File: config.mk
export PLATFORM = sky130hd
export DESIGN_NAME = alu_reg_seq
export DESIGN_NICKNAME = d
export VERILOG_FILES = /design/src/rtl/alu_seq_pkg.sv /design/src/rtl/seq_multiplier.sv /design/src/rtl/alu_reg_seq.sv
export SDC_FILE = /design/constraint.sdc
export NUM_CORES = 1
export LEC_CHECK = 0
export CORE_ASPECT_RATIO = 0.6
export CORE_UTILIZATION = 60
export DETAILED_ROUTE_END_ITERATION = 10
export PLACE_DENSITY_LB_ADDON = 0.12
export SKIP_LAST_GASP = 1
export SYNTH_ARGS = -nofsm -noshare
export SYNTH_HDL_FRONTEND = slang
export SYNTH_SLANG_ARGS = --single-unit
File: constraint.sdc
create_clock -name Clk -period 3.65 [get_ports Clk]
set_input_delay 0.73 -clock Clk [delete_from_list [all_inputs] [get_ports Clk]]
set_output_delay 0.73 -clock Clk [all_outputs]
set_load 0.01 [all_outputs]
File: src/rtl/alu_seq_pkg.sv
// Shared types and constants for the register-loaded sequential ALU.
package alu_seq_pkg;

  typedef enum logic [2:0] {
    OpAdd = 3'd0,
    OpSub = 3'd1,
    OpAnd = 3'd2,
    OpOr  = 3'd3,
    OpXor = 3'd4,
    OpMul = 3'd5,
    OpShl = 3'd6,
    OpShr = 3'd7
  } op_e;

  typedef enum logic {
    StIdle,
    StMul
  } state_e;

  localparam int unsigned FLAG_N = 3;
  localparam int unsigned FLAG_Z = 2;
  localparam int unsigned FLAG_C = 1;
  localparam int unsigned FLAG_V = 0;

endpackage

File: src/rtl/seq_multiplier.sv
// Radix-2 shift-add unsigned multiplier; one partial product per cycle, M cycles.
module seq_multiplier #(
  parameter int unsigned M = 16
) (
  input  logic           clk,
  input  logic           reset,
  input  logic           start,
  input  logic [M-1:0]   a,
  input  logic [M-1:0]   b,
  output logic [2*M-1:0] product,
  output logic           valid
);

  localparam int unsigned CW = $clog2(M);

  logic [M-1:0]   mcand_q;
  logic [2*M-1:0] p_q;
  logic [2*M-1:0] p_step;
  logic [M:0]     sum;
  logic [CW-1:0]  cnt_q;
  logic           running_q;

  // Upper half accumulates, lower half shifts out the multiplier bits.
  always_comb begin
    sum     = {1'b0, p_q[2*M-1:M]} + (p_q[0] ? {1'b0, mcand_q} : '0);
    p_step  = {sum, p_q[M-1:1]};
    // valid marks the final step: product is the value about to be registered.
    valid   = running_q && (cnt_q == CW'(M - 1));
    product = p_step;
  end

  always_ff @(posedge clk) begin
    if (reset) begin
      mcand_q   <= '0;
      p_q       <= '0;
      cnt_q     <= '0;
      running_q <= 1'b0;
    end else if (start) begin
      mcand_q   <= a;
      p_q       <= {{M{1'b0}}, b};
      cnt_q     <= '0;
      running_q <= 1'b1;
    end else if (running_q) begin
      p_q   <= p_step;
      cnt_q <= cnt_q + 1'b1;
      if (valid) running_q <= 1'b0;
    end
  end

endmodule

File: src/rtl/alu_reg_seq.sv
// Register-loaded ALU with multi-cycle multiply, accumulate mode and registered NZCV flags.
module alu_reg_seq
  import alu_seq_pkg::*;
#(
  parameter int unsigned M = 16
) (
  input  logic         Clk,
  input  logic         reset,
  input  logic [M-1:0] data_in,
  input  logic         load_A,
  input  logic         load_B,
  input  logic         load_Op,
  input  logic         acc,
  input  logic         updateRes,
  output logic [M-1:0] result,
  output logic [3:0]   flags,
  output logic         busy,
  output logic         done
);

  logic [M-1:0]   a_q, a_d, b_q, b_d, result_q, result_d;
  logic [3:0]     flags_q, flags_d;
  op_e            op_q, op_d;
  state_e         state_q, state_d;
  logic           done_q, done_d, acc_q, acc_d;

  logic [M:0]     ext;
  logic [M-1:0]   alu_res, wr_val;
  logic           alu_c, alu_v, wr_c, wr_v, wr_en, wr_acc;
  logic           start_op, start_mul, mul_valid;
  logic [2*M-1:0] mul_product;

  seq_multiplier #(.M(M)) u_mul (
    .clk     (Clk),
    .reset   (reset),
    .start   (start_mul),
    .a       (a_q),
    .b       (b_q),
    .product (mul_product),
    .valid   (mul_valid)
  );

  always_comb begin
    ext     = '0;
    alu_res = '0;
    alu_c   = 1'b0;
    alu_v   = 1'b0;
    unique case (op_q)
      OpAdd: begin
        ext     = {1'b0, a_q} + {1'b0, b_q};
        alu_res = ext[M-1:0];
        alu_c   = ext[M];
        alu_v   = (a_q[M-1] == b_q[M-1]) && (alu_res[M-1] != a_q[M-1]);
      end
      OpSub: begin
        ext     = {1'b0, a_q} - {1'b0, b_q};
        alu_res = ext[M-1:0];
        alu_c   = ~ext[M];
        alu_v   = (a_q[M-1] != b_q[M-1]) && (alu_res[M-1] != a_q[M-1]);
      end
      OpAnd: alu_res = a_q & b_q;
      OpOr:  alu_res = a_q | b_q;
      OpXor: alu_res = a_q ^ b_q;
      OpShl: begin
        alu_res = {a_q[M-2:0], 1'b0};
        alu_c   = a_q[M-1];
      end
      OpShr: begin
        alu_res = {1'b0, a_q[M-1:1]};
        alu_c   = a_q[0];
      end
      default: ;
    endcase
  end

  always_comb begin
    state_d   = state_q;
    a_d       = a_q;
    b_d       = b_q;
    op_d      = op_q;
    result_d  = result_q;
    flags_d   = flags_q;
    acc_d     = acc_q;
    start_op  = (state_q == StIdle) && updateRes;
    start_mul = start_op && (op_q == OpMul);
    wr_en     = 1'b0;
    wr_val    = alu_res;
    wr_c      = alu_c;
    wr_v      = alu_v;
    wr_acc    = acc;

    unique case (state_q)
      StIdle: begin
        if (start_mul) begin
          state_d = StMul;
          acc_d   = acc;
        end else if (start_op) begin
          wr_en = 1'b1;
        end
      end
      StMul: begin
        // updateRes is deliberately not looked at here: no queuing while busy.
        if (mul_valid) begin
          state_d = StIdle;
          wr_en   = 1'b1;
          wr_val  = mul_product[M-1:0];
          wr_c    = |mul_product[2*M-1:M];
          wr_v    = 1'b0;
          wr_acc  = acc_q;
        end
      end
      default: state_d = StIdle;
    endcase

    if (wr_en) begin
      result_d        = wr_val;
      flags_d[FLAG_N] = wr_val[M-1];
      flags_d[FLAG_Z] = (wr_val == '0);
      flags_d[FLAG_C] = wr_c;
      flags_d[FLAG_V] = wr_v;
      if (wr_acc) a_d = wr_val;
    end
    done_d = wr_en;

    // Explicit loads override accumulate write-back.
    if (load_A)  a_d  = data_in;
    if (load_B)  b_d  = data_in;
    if (load_Op) op_d = op_e'(data_in[2:0]);
  end

  always_ff @(posedge Clk) begin
    if (reset) begin
      state_q  <= StIdle;
      a_q      <= '0;
      b_q      <= '0;
      op_q     <= OpAdd;
      result_q <= '0;
      flags_q  <= '0;
      done_q   <= 1'b0;
      acc_q    <= 1'b0;
    end else begin
      state_q  <= state_d;
      a_q      <= a_d;
      b_q      <= b_d;
      op_q     <= op_d;
      result_q <= result_d;
      flags_q  <= flags_d;
      done_q   <= done_d;
      acc_q    <= acc_d;
    end
  end

  assign result = result_q;
  assign flags  = flags_q;
  assign busy   = (state_q == StMul);
  assign done   = done_q;

endmodule

== Word level (Yosys, flattened, before mapping) ==
Index checks and enable logic that the tools add are counted.

* Logic and storage cells: 74
* Register bits after elaboration: 111
* Input bits: 23
* Output and inout bits: 22

* $add $sub $neg: 4
* Reduce and logical (&&, ||, !) cells: 14
* Bitwise operators: 5
* Eq/ne operators: 12
* Multiplexer cells: 26

{| class="wikitable"
|+ Operator list
! operator !! number
|-
| $mux W16 || 8
|-
| $pmux W16 S7 || 1
|-
| $add A16 B16 Y17 || 2
|-
| $sub A16 B16 Y17 || 1
|-
| $and A16 B16 Y16 || 1
|-
| $logic_not A16 Y1 || 1
|-
| $or A16 B16 Y16 || 1
|-
| $reduce_or A16 Y1 || 1
|-
| $xor A16 B16 Y16 || 1
|-
| $mux W1 || 13
|-
| $eq A3 B3 Y1 const B || 4
|-
| $eq A3 B2 Y1 const B || 2
|-
| $pmux W1 S2 || 3
|-
| $reduce_bool A2 Y1 || 3
|-
| $logic_and A1 B1 Y1 || 5
|-
| $add A4 B1 Y4 const B || 1
|-
| $eq A4 B4 Y1 const B || 1
|-
| $pmux W1 S4 || 1
|-
| $reduce_and A2 Y1 || 2
|-
| $eq A3 B1 Y1 const B || 1
|-
| $logic_not A3 Y1 || 1
|-
| $ne A1 B1 Y1 || 3
|-
| $not A1 Y1 || 2
|-
| $reduce_or A2 Y1 || 1
|-
| $eq A1 B1 Y1 || 1
|}

== Depth between registers and ports, before layout ==
* Word-level depth: 7
* Mapped depth: 14
* Mapped depth without buffers: 14

== Cells and area by module ==
A second synthesis with hierarchy kept.

* Cell total of the unflattened synthesis: 1,075
* Area, all modules: 8,390.5 um^2

{| class="wikitable"
|+ Modules (own cells, without submodules)
! module !! cells an instance !! sequential area each (um^2) !! area each (um^2) !! instances
|-
| alu_reg_seq || 718 || 1,141.1 || 5,281.3 || 1
|-
| seq_multiplier || 357 || 1,061.0 || 3,109.2 || 1
|}

== Worst setup path before layout ==
Ideal clock, no wire load.

* Path kind: register to register
* Start point: register u_mul.p_q[0]
* End point: register flags_q[1] (netlist: flags[1])
* Slack: 0.368 ns
* Path buffers: 1
* Arrival time: 3.154 ns
* Cell stages (with the launch flop): 14
* Library setup time: 0.128 ns
* Clock period less this slack: 3.282 ns
* Required time: 3.522 ns
* Cells stage by stage: dfxtp_1 > clkbuf_1 > and2_1 > ha_1 > fa_1 > a211oi_2 > nor2_1 > o31a_1 > o22a_1 > a41o_1 > a21oi_2 > mux2_2 > nor4_2 > a31oi_1

* Word-level cells in the longest chain between the ends: 5

{| class="wikitable"
|+ RTL lines
! what !! RTL line !! text
|-
| start: declaration || seq_multiplier.sv:17 || <nowiki>logic [2*M-1:0] p_q;</nowiki>
|-
| start signal: assignment || seq_multiplier.sv:40 || <nowiki>p_q <= {{M{1'b0}}, b};</nowiki>
|-
| start signal: assignment || seq_multiplier.sv:44 || <nowiki>p_q <= p_step;</nowiki>
|-
| $mux W16 || seq_multiplier.sv:25 || <nowiki>sum = {1'b0, p_q[2*M-1:M]} + (p_q[0] ? {1'b0, mcand_q} : '0);</nowiki>
|-
| $add A16 B16 Y17 || seq_multiplier.sv:25 ||
|-
| $reduce_or A16 Y1 || alu_reg_seq.sv:107 || <nowiki>wr_c = |mul_product[2*M-1:M];</nowiki>
|-
| $mux W1 || alu_reg_seq.sv:103 || <nowiki>if (mul_valid) begin</nowiki>
|-
| $mux W1 || alu_reg_seq.sv:92 || <nowiki>unique case (state_q)</nowiki>
|-
| end signal: assignment || alu_reg_seq.sv:147 || <nowiki>flags_q <= flags_d;</nowiki>
|-
| end: declaration || alu_reg_seq.sv:22 || <nowiki>logic [3:0] flags_q, flags_d;</nowiki>
|}

No other way between the ends.
A chain may end at the register's enable or synchronous reset.

== Worst setup path after layout ==
* Start point: register b_q[8]
* End point: register flags_q[2] (netlist: flags[2])

* Word-level cells in the longest chain between the ends: 5
* Elaborated cells on any way between the ends: 9
* Those cells by class: 2 x add/sub; 3 x mux; 3 x bitwise; 1 x reduce/logical

{| class="wikitable"
|+ RTL lines
! what !! RTL line !! text
|-
| start: declaration || alu_reg_seq.sv:21 || <nowiki>logic [M-1:0] a_q, a_d, b_q, b_d, result_q, result_d;</nowiki>
|-
| start signal: assignment || alu_reg_seq.sv:135 || <nowiki>b_q <= '0;</nowiki>
|-
| start signal: assignment || alu_reg_seq.sv:144 || <nowiki>b_q <= b_d;</nowiki>
|-
| $sub A16 B16 Y17, or another cell as far along || alu_reg_seq.sv:56 || <nowiki>ext = {1'b0, a_q} - {1'b0, b_q};</nowiki>
|-
| $pmux W16 S7 (*) || alu_reg_seq.sv:48 || <nowiki>unique case (op_q)</nowiki>
|-
| $mux W16 || alu_reg_seq.sv:103 ||
|-
| $mux W16 (*) || alu_reg_seq.sv:92 ||
|-
| $logic_not A16 Y1 (*) || alu_reg_seq.sv:118 || <nowiki>flags_d[FLAG_Z] = (wr_val == '0);</nowiki>
|}

Mark *: on every way between the ends. The rest lies on a longest branch, timed or not.

==> metrics.md <==
| Metric | Value |
|---|---|
| Synth Cell Area | 0.00821 mm2 |
| Final setup fails | 0 |
| Initial antenna violation count | 1 |
| Residual DRC | 0 |
| EDFF count, synth | 0 |
| Number of CTS-inserted buffers | 9 |
| First-pass detailed-route iteration total | 5 |
| Most used flip-flop cell after synthesis | dfxtp_1 |
| Via Count | 8204 |
| Area after DPL | 0.00897 mm2 |
| Commonest non-fill, non-tap cell in the layout | nor2_1 |
| RSZ-0062 raised after global routing | no |
| Num rows | 32 |
| Leak | 3.85 nW |
| Max Fclk | 283 MHz |
| CTS tree | yes |
| Remaining Overflow, GRT | 0 |
| Die Span Y | 92.6 um |
| Worst path required time | 3.93 ns |
| Final Hold Vio Count | 0 |
| Nets@finish | 1196 |
| Synthesized area per cell | 7.74 um2 |
| Max-Cap Viols | 0 |
| Worst path max stage delay | 0.47 ns |
| Worst skew pair latency | 0.36 ns |
| Die area | 0.0142 mm2 |
| Final Slew Violations | 0 |
| Final Instance Area | 0.00932 mm2 |
| Worst Max-Slew Pin Slew | 0.919 ns |
| Vias per Instance | 6.42 |
| Initial DRC Count | 961 |
| CTS Hold Bufs | 0 |
| CP Class | reg -> reg |
| Post-Layout Cell Count | 1277 |
| H-tree levels | 3 |
| Core Util, Final | 71.2% |
| Worst Setup Start Kind | flop |
| Final min period | 3.53 ns |
| Tot GR Track Use | 38.7% |
| CTS root buffer | clkbuf_16 |
| Global-route wire length before repair | 42200 um |
| Final wirelength | 26900 um |
| Commonest non-fill, non-tap cells in the layout | nor2_1 (143), nand2_1 (117), dfxtp_1 (108) |
| Clock Pin Slew Worst Setup and Hold Paths | 0.08 ns |
| Setup_tns | 0 ns |
| Area growth from synthesis to layout | 13.5% |
| Status | finished clean |
| Crit end category | flop |
| Mapped Nets | 1155 |
| Tcrit/Tclk final | 96.7% |
| Final RePlAce weighted congestion | 0.996 |
| Layout cell share with drive strength beyond 1 | 9.94% |
| Worst path slowest cell | ha_1 |
| Port bufs | 44 |
| Ports | 45 |
| Max VDD drop | 0.216 mV |
| Crit-path cells | inv_1 -> ha_1 -> nor2_1 -> nand3_1 -> a2111oi_2 -> nor3_1 -> a211oi_1 -> o21ai_0 -> a32oi_2 -> o2111a_1 -> nand3_1 -> o31ai_2 |
| Dpl cells | 1261 |
| WP data arrival | 3.80 ns |
| Register area share after synthesis | 26.8% |
| CTS Sinks | 110 |
| FFs w/ async S/R, synth | 0% |
| Antenna cells | 0 |
| Worst path most repeated cell | nand3_1 |
| Mapped Cells | 1061 |
| Post-DP HPWL | 20500 um |
| Final Skew | 0.0116 ns |
| Post-DRT Antenna Nets | 0 |
| PwrDens | 347 mW/mm2 |
| Layout fillers | 1079 |
| Largest fanout on the critical path | 11 |
| Initial Util | 62.7% |
| Wire per inst | 21.1 um |
| Vias in the first global route | 7540 |
| Worst hold slack | 0.452 ns |
| Core Area | 0.0131 mm2 |
| Synthesis Warnings | 0 |
| Die W | 153 um |
| Pin count of the biggest net entering global routing | 87 |
| Seq cells post-synth | 110 |
| CTS max path bufs | 2 |
| Hold Crit Class | reg -> reg |
| Headroom to the max-slew limit | 38.8% |
| Yosys cell types | 82 |
[per-layer routing]
| layer | wire, um | global-route usage, % | vias to the layer above |
|---|---|---|---|
| met2 | 10500 | 54.9 | 467 |
| met1 | 12700 | 58.2 | 3866 |
| li1 | - | - | 3837 |
| met3 | 3440 | 9.69 | 32 |
| met4 | 333 | 7.32 | 2 |
| met5 | 13 | 0 | - |
[where the power goes]
group	total (mW)	switching, mW	internal [mW]	leakage, nW
clock network	1.03	0.530	0.500	0.151
registers	1.30	0.0545	1.25	0.898
logic	0.899	0.546	0.353	2.80
[Yosys cell counts, types with 5 or more instances]
| cell type | number | area (um2) |
|---|---|---|
| buf_2 | 17 | 85.1 |
| o21ai_0 | 32 | 160 |
| xnor2_1 | 13 | 114 |
| nand2_1 | 117 | 439 |
| o211ai_1 | 11 | 82.6 |
| o21a_1 | 8 | 60.1 |
| a21o_1 | 12 | 90.1 |
| mux2i_1 | 58 | 581 |
| and2_1 | 19 | 119 |
| nand3_1 | 20 | 100 |
| ha_1 | 68 | 851 |
| nand2b_1 | 9 | 56.3 |
| or3_1 | 7 | 43.8 |
| a211oi_1 | 33 | 248 |
| xor2_1 | 7 | 61.3 |
| o31a_1 | 5 | 43.8 |
| a221oi_1 | 5 | 43.8 |
| nor3_1 | 19 | 95.1 |
| nor2_1 | 143 | 537 |
| a21oi_1 | 96 | 480 |
| mux4_2 | 5 | 113 |
| nor2b_1 | 10 | 62.6 |
| inv_1 | 59 | 221 |
| dfxtp_1 | 110 | 2200 |
| and3_1 | 6 | 37.5 |
| nor4_1 | 9 | 56.3 |
| o31ai_1 | 6 | 45.0 |
| clkbuf_1 | 44 | 165 |
[cell families (layout without fill, tap and decap cells)]
group | count (synthesis) | count (layout) | share of synthesized area (%)
and+or+nand+nor | 384 | 384 | 21.4
AOI/OAI and AO/OA | 280 | 280 | 23.0
buffers and inverters | 130 | 176 | 6.52
DFF | 110 | 110 | 26.8
adders and majority gates | 71 | 71 | 11.1
muxes | 66 | 66 | 9.03
xor gates and xnor gates | 20 | 20 | 2.13
[critical path: cells and delay by family (launching register included)]
kind            cells  cell delay (ns)
flops               1             0.43
compound gates      6             1.63
buf+inv             1             0.10
fa+ha+maj           1             0.47
simple gates        4             0.80
[layout make-up]
| type | count | area (um2) | area share, % |
|---|---|---|---|
| multi-input combinational | 821 | 5510 | 59.1 |
| sequential | 110 | 2200 | 23.6 |
| timing repair buffer | 99 | 848 | 9.10 |
| inverter | 61 | 229 | 2.46 |
| clock buffer | 9 | 225 | 2.42 |
| tap | 170 | 213 | 2.28 |
| clock inverter | 7 | 95.1 | 1.02 |
[sequential cells by signal, indices dropped and copies added (netlist names), 3 cells and up]
signal,count
b_q,16
u_mul.p_q,32
u_mul.mcand_q,16
op_q,3
a_q,16
result,16
flags,3
u_mul.cnt_q,4
[final timing paths]
kind / start / cells past startpoint / slack (ns) / endpoint
setup / recovery: b_q[8] / 12 / 0.12 / flags[2]
hold / removal: u_mul.mcand_q[13] / 2 / 0.45 / u_mul.mcand_q[13]
hold reg to reg: u_mul.mcand_q[13] / 2 / 0.45 / u_mul.mcand_q[13]
setup reg to reg: b_q[8] / 12 / 0.12 / flags[2]
[metrics by stage]
stage / total power [mW] / worst slack (ns)
global placement: 2.18 / -0.223
global route: 3.36 / 0.00313
CTS: 3.21 / 0.0991
finish: 3.23 / 0.121
floorplan: 1.85 / 0.368
detailed placement: 2.18 / -0.140
[timing repair]
item                                    in CTS  in global routing
buffers inserted                             0                  0
endpoints found under the setup margin       2                  5
gates resized for setup                      2                  4
pin swaps                                    0                  0
(Power assumes the default switching activity.)
